`src/rtl/pipeline.sv`:
```
// ---------------------------------------------------------------------------
// pipeline: shared types, constants and small helper functions for the
// execute-stage blocks. The multiply/divide sequencer (mdu_seq) uses the
// op/state encodings and the negate/extend helpers defined here.
// ---------------------------------------------------------------------------
package pipeline;

    localparam int XLEN           = 64;
    localparam int MDU_WORD_ITERS = 32;

    // RV64 M-extension funct3 encodings.
    typedef enum logic [2:0] {
        F3_MUL    = 3'd0,
        F3_MULH   = 3'd1,
        F3_MULHSU = 3'd2,
        F3_MULHU  = 3'd3,
        F3_DIV    = 3'd4,
        F3_DIVU   = 3'd5,
        F3_REM    = 3'd6,
        F3_REMU   = 3'd7
    } mdu_funct3_e;

    typedef enum logic [1:0] {
        MDU_IDLE = 2'd0,
        MDU_BUSY = 2'd1,
        MDU_DONE = 2'd2
    } mdu_state_e;

    // Two's-complement negate when neg is set (XLEN wide).
    function automatic logic [XLEN-1:0] cond_neg_x(input logic [XLEN-1:0] v, input logic neg);
        return neg ? (~v + 1'b1) : v;
    endfunction

    // Two's-complement negate when neg is set (2*XLEN wide, full product).
    function automatic logic [2*XLEN-1:0] cond_neg_2x(input logic [2*XLEN-1:0] v, input logic neg);
        return neg ? (~v + 1'b1) : v;
    endfunction

    // Sign-extend bit 31 across the upper word.
    function automatic logic [XLEN-1:0] sext_word(input logic [XLEN-1:0] v);
        return {{(XLEN-32){v[31]}}, v[31:0]};
    endfunction

    // Zero-extend the low word.
    function automatic logic [XLEN-1:0] zext_word(input logic [XLEN-1:0] v);
        return {{(XLEN-32){1'b0}}, v[31:0]};
    endfunction

endpackage

```
`src/rtl/mdu_seq.sv`:
```
// ---------------------------------------------------------------------------
// mdu_seq: iterative multiply/divide sequencer for the RV64 M extension.
// Accepts one MUL/DIV/REM-class op while `start` is held, iterates one bit
// per cycle (shift-add multiply, restoring divide) on operand magnitudes,
// applies the sign fixup on the last iteration and pulses `done` for one
// cycle with the registered `result`. Divide-by-zero and signed overflow
// finish in the accept cycle.
//
// Ports:
//   clk       in   clock, rising edge
//   rst_n     in   asynchronous active-low reset
//   start     in   level: an M-op is held by execute until done
//   funct3    in   op select (MUL..REMU)
//   word      in   *W variant (32-bit compute, sign-extended result)
//   rs1_data  in   multiplicand / dividend
//   rs2_data  in   multiplier / divisor
//   flush     in   abort current op; blocks acceptance in IDLE
//   stall     out  start & ~done
//   done      out  result valid this cycle (single-cycle pulse)
//   result    out  registered result
// ---------------------------------------------------------------------------
module mdu_seq
    import pipeline::*;
#(
    parameter int XLEN = pipeline::XLEN
) (
    input  logic            clk,
    input  logic            rst_n,
    input  logic            start,
    input  logic [2:0]      funct3,
    input  logic            word,
    input  logic [XLEN-1:0] rs1_data,
    input  logic [XLEN-1:0] rs2_data,
    input  logic            flush,
    output logic            stall,
    output logic            done,
    output logic [XLEN-1:0] result
);

    localparam int CW = $clog2(XLEN) + 1;

    mdu_state_e        state_reg;
    mdu_funct3_e       op_reg;
    logic              word_reg;
    logic              neg_q_reg;   // negate product / quotient
    logic              neg_r_reg;   // negate remainder (dividend sign)
    logic [CW-1:0]     count_reg;
    // Multiply: acc_reg = product accumulator, opa_reg = shifting multiplicand,
    //           opb_reg = shifting multiplier.
    // Divide:   acc_reg[XLEN-1:0] = partial remainder, opa_reg[XLEN-1:0] =
    //           divisor, opb_reg = dividend shifting out / quotient shifting in.
    logic [2*XLEN-1:0] acc_reg;
    logic [2*XLEN-1:0] opa_reg;
    logic [XLEN-1:0]   opb_reg;
    logic [XLEN-1:0]   result_reg;
    logic              done_reg;

    // ---------------- accept-cycle decode ----------------
    logic            sgn_a, sgn_b;
    logic [XLEN-1:0] a_ext, b_ext, a_mag, b_mag;
    logic            a_neg, b_neg;
    logic            is_div, is_rem;
    logic            div_zero, div_ovf;
    logic [XLEN-1:0] min_val;
    logic [XLEN-1:0] special_raw, special_res;

    always_comb begin
        sgn_a = 1'b0;
        sgn_b = 1'b0;
        unique case (mdu_funct3_e'(funct3))
            F3_MULH:        begin sgn_a = 1'b1; sgn_b = 1'b1; end
            F3_MULHSU:      begin sgn_a = 1'b1; end
            F3_DIV, F3_REM: begin sgn_a = 1'b1; sgn_b = 1'b1; end
            default:        ;
        endcase
    end

    always_comb begin
        a_ext = word ? (sgn_a ? sext_word(rs1_data) : zext_word(rs1_data)) : rs1_data;
        b_ext = word ? (sgn_b ? sext_word(rs2_data) : zext_word(rs2_data)) : rs2_data;
        a_neg = sgn_a & a_ext[XLEN-1];
        b_neg = sgn_b & b_ext[XLEN-1];
        a_mag = cond_neg_x(a_ext, a_neg);
        b_mag = cond_neg_x(b_ext, b_neg);

        is_div = funct3[2];
        is_rem = funct3[1];
        // Word operands are already sign-extended, so the word minimum is
        // compared in its extended form and -1 is all ones in both widths.
        min_val  = word ? {{(XLEN-31){1'b1}}, {31{1'b0}}} : {1'b1, {(XLEN-1){1'b0}}};
        div_zero = is_div & (b_ext == '0);
        div_ovf  = is_div & ~funct3[0] & (a_ext == min_val) & (&b_ext);

        if (div_zero)
            special_raw = is_rem ? a_ext : '1;
        else
            special_raw = is_rem ? '0 : a_ext;
        special_res = word ? sext_word(special_raw) : special_raw;
    end

    // ---------------- per-iteration datapath ----------------
    logic [2*XLEN-1:0] mul_acc, prod_fix;
    logic [XLEN:0]     rem_shift, diff;
    logic              q_bit;
    logic [XLEN-1:0]   rem_new, quot_new;
    logic [XLEN-1:0]   final_raw, final_res;

    always_comb begin
        mul_acc   = acc_reg + (opb_reg[0] ? opa_reg : '0);
        rem_shift = {acc_reg[XLEN-1:0], opb_reg[XLEN-1]};
        diff      = rem_shift - {1'b0, opa_reg[XLEN-1:0]};
        // Remainder stays below twice the divisor, so bit XLEN is the sign.
        q_bit     = ~diff[XLEN];
        rem_new   = q_bit ? diff[XLEN-1:0] : rem_shift[XLEN-1:0];
        quot_new  = {opb_reg[XLEN-2:0], q_bit};
        prod_fix  = cond_neg_2x(mul_acc, neg_q_reg);

        if (op_reg[2])
            final_raw = op_reg[1] ? cond_neg_x(rem_new, neg_r_reg)
                                  : cond_neg_x(quot_new, neg_q_reg);
        else
            final_raw = (op_reg == F3_MUL) ? prod_fix[XLEN-1:0]
                                           : prod_fix[2*XLEN-1:XLEN];
        final_res = word_reg ? sext_word(final_raw) : final_raw;
    end

    // ---------------- FSM ----------------
    always_ff @(posedge clk or negedge rst_n) begin
        if (!rst_n) begin
            state_reg  <= MDU_IDLE;
            op_reg     <= F3_MUL;
            word_reg   <= 1'b0;
            neg_q_reg  <= 1'b0;
            neg_r_reg  <= 1'b0;
            count_reg  <= '0;
            acc_reg    <= '0;
            opa_reg    <= '0;
            opb_reg    <= '0;
            result_reg <= '0;
            done_reg   <= 1'b0;
        end else begin
            done_reg <= 1'b0;
            if (flush) begin
                state_reg <= MDU_IDLE;
            end else begin
                unique case (state_reg)
                    MDU_IDLE: begin
                        if (start) begin
                            op_reg    <= mdu_funct3_e'(funct3);
                            word_reg  <= word;
                            neg_q_reg <= a_neg ^ b_neg;
                            neg_r_reg <= a_neg;
                            acc_reg   <= '0;
                            if (div_zero || div_ovf) begin
                                result_reg <= special_res;
                                done_reg   <= 1'b1;
                                count_reg  <= '0;
                                state_reg  <= MDU_DONE;
                            end else begin
                                count_reg <= word ? CW'(MDU_WORD_ITERS) : CW'(XLEN);
                                state_reg <= MDU_BUSY;
                                if (is_div) begin
                                    opa_reg <= {{XLEN{1'b0}}, b_mag};
                                    // Word dividend is left-aligned so its bits
                                    // shift out first over 32 iterations.
                                    opb_reg <= word ? (a_mag << MDU_WORD_ITERS) : a_mag;
                                end else begin
                                    opa_reg <= {{XLEN{1'b0}}, a_mag};
                                    opb_reg <= b_mag;
                                end
                            end
                        end
                    end
                    MDU_BUSY: begin
                        count_reg <= count_reg - 1'b1;
                        if (op_reg[2]) begin
                            acc_reg <= {{XLEN{1'b0}}, rem_new};
                            opb_reg <= quot_new;
                        end else begin
                            acc_reg <= mul_acc;
                            opa_reg <= opa_reg << 1;
                            opb_reg <= opb_reg >> 1;
                        end
                        // Last iteration: latch the fixed-up result directly.
                        if (count_reg == CW'(1)) begin
                            result_reg <= final_res;
                            done_reg   <= 1'b1;
                            state_reg  <= MDU_DONE;
                        end
                    end
                    MDU_DONE: state_reg <= MDU_IDLE;
                    default:  state_reg <= MDU_IDLE;
                endcase
            end
        end
    end

    assign done   = done_reg & ~flush;
    assign stall  = start & ~done;
    assign result = result_reg;

endmodule

```
`config.mk`:
```
export PLATFORM = sky130hd
export DESIGN_NAME = mdu_seq
export DESIGN_NICKNAME = d
export VERILOG_FILES = /design/src/rtl/pipeline.sv /design/src/rtl/mdu_seq.sv
export SDC_FILE = /design/constraint.sdc
export NUM_CORES = 2
export LEC_CHECK = 0
export ABC_CLOCK_PERIOD_IN_PS = 6650
export BUFFER_PORTS_ARGS = -buffer_cell sky130_fd_sc_hd__buf_4
export CAP_MARGIN = 10
export CORE_AREA = 2 2 395 319
export DETAILED_ROUTE_END_ITERATION = 6
export DIE_AREA = 0 0 397 321
export GPL_TIMING_DRIVEN = 1
export SETUP_SLACK_MARGIN = 0.05
export SYNTH_ARGS = -nofsm -noshare
export SYNTH_HDL_FRONTEND = slang
export SYNTH_SLANG_ARGS = --single-unit
```
`constraint.sdc`:
```
create_clock -name clk -period 6.65 [get_ports clk]
set_input_delay 0.9975 -clock clk [delete_from_list [all_inputs] [get_ports clk]]
set_output_delay 0.9975 -clock clk [all_outputs]
set_load 0.1 [all_outputs]
```
# [Word-level counts from Yosys, hierarchy flattened]
# Cells that the tools add are included.
[totals] regBits=400 latchBits=0 ram_bits=0 romBits=0 out_inout_bits=66 wordCells=119 n_memories=0
[classes] n_addsub=8 mul=0 n_div=0 magnitude_cmp=0 eq_ne=14 shifts=0 muxes=54 bitwise_logic=18 reduce_logical=14
[ops] cell="$mux W64" count=26
[ops] cell="$mux W128" count=7
[ops] cell="$pmux W128 S2" count=2
[ops] cell="$add A64 B1 Y64 const B" count=4
[ops] cell="$not A64 Y64" count=4
[ops] cell="$pmux W64 S2" count=2
[ops] cell="$add A128 B1 Y128 const B" count=1
[ops] cell="$add A128 B128 Y128" count=1
[ops] cell="$not A128 Y128" count=1
[ops] cell="$sub A65 B64 Y65" count=1
[ops] cell="$eq A64 B64 Y1" count=1
[ops] cell="$logic_not A64 Y1" count=1
[ops] cell="$reduce_and A64 Y1" count=1
[ops] cell="$mux W63" count=1
[ops] cell="$mux W7" count=3
[ops] cell="$pmux W7 S2" count=1
[ops] cell="$ne A2 B2 Y1 const B" count=5
[ops] cell="$reduce_and A5 Y1" count=2
[ops] cell="$and A1 B1 Y1" count=8
[ops] cell="$mux W2" count=4
[ops] cell="$eq A7 B1 Y1 const B" count=1
[ops] cell="$sub A7 B1 Y7 const B" count=1
[ops] cell="$eq A3 B3 Y1 const B" count=2
[ops] cell="$mux W1" count=6
[ops] cell="other kinds (17)" count=22

# [Logic depth before layout (Yosys ltp)]
[depth] word_depth=13 ltp_mapped=35 mapped_depth_nobuf=29

# [Worst setup path after synthesis]
# Ideal clock, no wire load.
[synth_timing] kind="flip-flop to flip-flop" startpoint="reg opb_reg[63]" endpoint="reg result_reg[42] (netlist: result[42])" setup_time_ns=0.068 arrival_ns=6.861 t_required_ns=6.582 path_slack_ns=-0.279 path_stages_with_launch=34 path_buffers=6 path_cell_list="dfrtp_1 > inv_1 > ha_1 > inv_1 > fa_1 > a211oi_1 > o211ai_1 > nand3_1 > nand3_1 > o21a_1 > o21ai_1 > and2_1 > buf_2 > buf_2 > buf_2 > buf_2 > clkbuf_1 > buf_1 > mux2i_1 > ha_1 > inv_1 > nor4_1 > nand3_1 > nor4_1 > mux2i_1 > nor3_1 > o211ai_1 > inv_2 > o31ai_1 > a21oi_1 > nand3_1 > or3_1 > a21oi_1 > o32a_1"
[synth_between] elab_chain_cells=10
[synth_rtl] element="from (decl)" line_no="mdu_seq.sv:54" rtl="logic [XLEN-1:0] opb_reg;"
[synth_rtl] element="from (signal assigned)" line_no="mdu_seq.sv:166" rtl="opb_reg <= word ? (a_mag << MDU_WORD_ITERS) : a_mag;"
[synth_rtl] element="from (signal assigned)" line_no="mdu_seq.sv:169" rtl="opb_reg <= b_mag;"
[synth_rtl] element="from (signal assigned)" line_no="mdu_seq.sv:178" rtl="opb_reg <= quot_new;"
[synth_rtl] element="$sub A65 B64 Y65" line_no="mdu_seq.sv:111" rtl="diff = rem_shift - {1'b0, opa_reg[XLEN-1:0]};"
[synth_rtl] element="$mux W64 / $not A1 Y1 (equally long branches)" line_no="mdu_seq.sv:114, mdu_seq.sv:113"
[synth_rtl] element="$not A64 Y64" line_no="pipeline.sv:31" rtl="return neg ? (~v + 1'b1) : v;"
[synth_rtl] element="$add A64 B1 Y64" line_no="pipeline.sv:31"
[synth_rtl] element="$mux W64" line_no="pipeline.sv:31"
[synth_rtl] element="$mux W64 *" line_no="mdu_seq.sv:119" rtl="final_raw = op_reg[1] ? cond_neg_x(rem_new, neg_r_reg)"
[synth_rtl] element="$mux W64 *" line_no="mdu_seq.sv:118" rtl="if (op_reg[2])"
[synth_rtl] element="$mux W64 *" line_no="mdu_seq.sv:124" rtl="final_res = word_reg ? sext_word(final_raw) : final_raw;"
[synth_rtl] element="$mux W64 *" line_no="mdu_seq.sv:185" rtl="if (count_reg == CW'(1)) begin"
[synth_rtl] element="$pmux W64 S2 *" line_no="mdu_seq.sv:146" rtl="unique case (state_reg)"
[synth_rtl] element="to (signal assigned)" line_no="mdu_seq.sv:155" rtl="result_reg <= special_res;"
[synth_rtl] element="to (signal assigned)" line_no="mdu_seq.sv:186" rtl="result_reg <= final_res;"
[synth_rtl] element="to (decl)" line_no="mdu_seq.sv:55" rtl="logic [XLEN-1:0] result_reg;"
# Mark *: on every way between the ends. The rest lies on a longest branch, timed or not. The select of a mux whose other input is x is not followed.
# A chain may end at the register's enable or synchronous reset.

# [Final worst setup path]
[layout_timing] startpoint="reg opa_reg[9]" endpoint="reg result_reg[51] (netlist: result[51])"
[layout_between] elab_chain_cells=10
[layout_rtl] element="from (decl)" line_no="mdu_seq.sv:53" rtl="logic [2*XLEN-1:0] opa_reg;"
[layout_rtl] element="from (signal assigned)" line_no="mdu_seq.sv:163" rtl="opa_reg <= {{XLEN{1'b0}}, b_mag};"
[layout_rtl] element="from (signal assigned)" line_no="mdu_seq.sv:168" rtl="opa_reg <= {{XLEN{1'b0}}, a_mag};"
[layout_rtl] element="from (signal assigned)" line_no="mdu_seq.sv:181" rtl="opa_reg <= opa_reg << 1;"
[layout_rtl] element="$mux W128 / $sub A65 B64 Y65 (equally long branches)" line_no="mdu_seq.sv:109, mdu_seq.sv:111"
[layout_rtl] element="$add A128 B128 Y128, or another cell as far along" line_no="mdu_seq.sv:109" rtl="mul_acc = acc_reg + (opb_reg[0] ? opa_reg : '0);"
[layout_rtl] element="$not A128 Y128 / $not A64 Y64 (equally long branches)" line_no="pipeline.sv:36, pipeline.sv:31"
[layout_rtl] element="$add A128 B1 Y128 / $add A64 B1 Y64 (equally long branches)" line_no="pipeline.sv:36, pipeline.sv:31"
[layout_rtl] element="$mux W128 / $mux W64 (equally long branches)" line_no="pipeline.sv:36, pipeline.sv:31"
[layout_rtl] element="$mux W64 (on tied branches)" line_no="mdu_seq.sv:122, mdu_seq.sv:119"
[layout_rtl] element="$mux W64 *" line_no="mdu_seq.sv:118"
[layout_rtl] element="$mux W64 *" line_no="mdu_seq.sv:124"
[layout_rtl] element="$mux W64 *" line_no="mdu_seq.sv:185"
[layout_rtl] element="$pmux W64 S2 *" line_no="mdu_seq.sv:146"
# Marked as above.

==> flow_summary.yaml <==
placement:
  finalWeightedCongestion: 1.14
  io_buffer_count: 201
  dpl.hpwl_um: 250000
pwr:
  internal-power_w: 0.00882
  pwr-share-comb: 0.673
  switching_share: 0.580
  p_per_area_mw_per_mm2: 351
  power.switching_w: 0.0122
  max-vdd-ir-drop_v: 0.000563
  clkPwrFrac: 0.144
  seq_power_share: 0.183
  leakage_nw: 24.9
critical_path:
  rrSetupSlack_ns: -0.05
  cp.depth: 25
  reg2reg_depth: 25
  endpoint: "result[51]$_DFFE_PN0P_"
  worstPathMaxFanout: 8
  reg2reg_from: "opa_reg[9]$_DFFE_PN0P_"
  startpoint: "opa_reg[9]$_DFFE_PN0P_"
  cp.required_ns: 7.23
  crit_arrival_ns: 7.28
  crit_family: "simple AND/OR/NAND/NOR gates"
  path_buf_inv: 7
  crit_type: "reg2reg"
  r2r-end: "result[51]$_DFFE_PN0P_"
  max_stage_delay_ns: 0.54
  cp-start-kind: "flop"
  endpoint_kind: "flop"
  cp_slowest_cell: "or4_1"
  cp_common_cell: "buf_4"
cts:
  htree_levels: 2
  root_buffer: "clkbuf_16"
  clk_pin_slew_ns: 0.06
  cts_made_buffers: 51
  tritoncts: "built"
  cts_sinks: 400
  clockBufferDepth: 3
  clk_latency_ns: 0.70
sta:
  worst_pin_slew_ns: 1.36
  skew_ns: 0.0282
  rsz0062_at_grt: "true"
  clock.fmax_ghz: 0.149
  drv_slew: 0
  setup_violations: 2
  fin_setup_tns_ns: -0.0560
  slew_headroom: 0.0936
  final-hold-violation-count: 0
  fin_ws_ns: -0.0505
  fin_crit_ns: 6.70
  period_share: 1.01
floorplanning:
  start_util: 0.396
  fp.coreArea_mm2: 0.124
  die_area_mm2: 0.127
  fp-row-count: 116
  die_h_um: 321
  die_x_um: 397
  io_pins: 202
synthesis:
  ys_types: 124
  synth_top_family_by_area: "compound AO/OA/AOI/OAI gates"
  synthFlopType: "dfrtp_1"
  synth_fa_ha_area_frac: 0.0530
  synthArstFlopShare: 1.00
  synth_area_mm2: 0.0490
  ys_ff_latch: 400
  synth_compound_area_frac: 0.332
  synthMuxAreaShare: 0.0308
  synth-edff-count: 0
  synthSimpleGateAreaFrac: 0.256
  synthXorXnorAreaFrac: 0.0729
  synth_warnings: 0
  synthCells: 6899
  netlist.area_leader.share: 0.204
  synth_fp_nets: 7236
  seq_area_frac_synth: 0.204
  ys_top_cells_by_area: "dfrtp_1 20%, a21oi_1 6.8%, o21ai_0 6.4%"
  synth_area_leader_cell: "dfrtp_1"
  avgSynthCellArea_um2: 7.11
global_routing:
  grt_antenna_before_repair: 15
  grt_pass1_wl_um: 426000
  grt_max_degree: 159
  grt_use_total: 0.464
  grt.overflow.total: 0
  grt_pass1_vias: 55900
drt:
  drtIter0Drc: 9468
  vias: 62100
  drtPass1Iterations: 7
  ant_nets: 0
  drc: 3
  wl_um: 307000
  via_per_inst: 6.70
  route.detailed.wl_per_inst_um: 33.1
run_status:
  status: "finished with violations"
  violations: "design-rule violations, negative setup slack"
final_layout:
  fillers: 12700
  area_growth_pct: 22.2
  final_common_cell: "buf_4"
  mostFrequentLayoutCells: "1,048 x buf_4, 781 x nand2_1, 739 x nor2_1"
  fin_nets: 7895
  drive_gt1_frac: 0.189
  multi_input_area_mm2: 0.0371
  regArea_mm2: 0.0100
  fin_util: 0.484
run:
  maxCapViolCount: 0
min_path:
  hp-class: "in2async"
layer usage:
metal / vias up / wire (µm) / global-route usage
li1: 27200 / - / -
met2: 4196 / 119000 / 0.627
met3: 634 / 40500 / 0.164
met4: 10 / 21100 / 0.259
met5: - / 75 / 0
met1: 30000 / 126000 / 0.632
stage by stage:
stage	cell area, µm²	cells	setup slack [ns]	power (W)	hold slack [ns]
4_1_cts	59300	9233	0.0630	0.0200	0.299
3_5_place_dp	57500	9136	-0.139	0.0170	0.480
5_1_grt	59900	9255	-0.0322	0.0214	0.291
3_3_place_gp	57500	9136	-0.0747	0.0170	0.466
6_report	59900	9258	-0.0505	0.0210	0.281
2_1_floorplan	49000	6899	0.0791	0.0108	0.456
final cells by class:
class                      count  area share
multi-input combinational   5869       0.619
sequential                   400       0.167
timing repair buffer        1072       0.139
tap                         1652      0.0345
clock buffer                  67      0.0238
inverter                     164      0.0104
clock inverter                26     0.00506
antenna                        8    0.000334
power by group through the flow:
stage | registers (W) | logic (W) | clock network (W)
floorplan | 0.00477 | 0.00607 | 0
global placement | 0.00378 | 0.0132 | 0
detailed placement | 0.00379 | 0.0132 | 0
CTS | 0.00376 | 0.0133 | 0.00300
global route | 0.00385 | 0.0144 | 0.00311
finish | 0.00384 | 0.0141 | 0.00302
worst reg2reg max path: stages (launching register included):
cell	delay, ns
dfrtp_1	0.40
inv_1	0.29
buf_4	0.22
ha_1	0.24
buf_4	0.18
nand4_1	0.25
o22ai_1	0.22
nor2b_1	0.20
or4_1	0.54
a221oi_1	0.37
buf_4	0.20
and3_1	0.19
nor4bb_1	0.54
a31oi_1	0.26
a21o_1	0.30
or2_2	0.33
nor2b_1	0.11
buf_4	0.17
nand2_1	0.06
nor2_1	0.12
mux2i_1	0.09
o21ai_0	0.54
buf_4	0.21
a21oi_1	0.10
buf_4	0.19
o32a_1	0.27
Yosys cell counts, types with 46 or more instances:
cell,instances
nand2_1,781
nor2_1,747
a21oi_1,662
o21ai_0,625
dfrtp_1,400
clkbuf_1,351
xnor2_1,210
ha_1,199
xor2_1,196
nor3_1,161
inv_1,160
nand3_1,159
a211oi_1,153
nand4_1,139
a22o_1,115
and2_1,101
mux2i_1,99
o211ai_1,95
o221ai_1,93
nor4_1,90
o31ai_1,81
or3_1,81
a31oi_1,79
a21o_1,73
buf_2,60
or4_1,56
o21ai_1,47
a22oi_1,46
worst min path at each step:
stage	endpoint
after floorplan	acc_reg[101]$_DFFE_PN0P_
after detailed placement	neg_r_reg$_DFFE_PN0P_
after CTS	acc_reg[74]$_DFFE_PN0P_
after global placement	neg_r_reg$_DFFE_PN0P_
final	opa_reg[66]$_DFFE_PN0P_
after global routing	opa_reg[73]$_DFFE_PN0P_
cells by family after synthesis:
group	count (synthesis)
multiplexers	145
XOR/XNOR	407
AO/OA/AOI/OAI	2512
flip-flops	400
AND/OR/NAND/NOR	2597
buffers and inverters	630
adder cells (fa/ha/maj)	208
what timing repair did:
| action | 4_1_cts | 5_1_grt |
|---|---|---|
| pin swaps | 3 | 15 |
| hold buffers | 0 | 0 |
| gates resized for setup | 10 | 92 |
| setup endpoints to repair | 25 | 45 |
| gates cloned | 0 | 1 |
| buffers inserted | 4 | 16 |
Power figures use the tool's default switching activity.
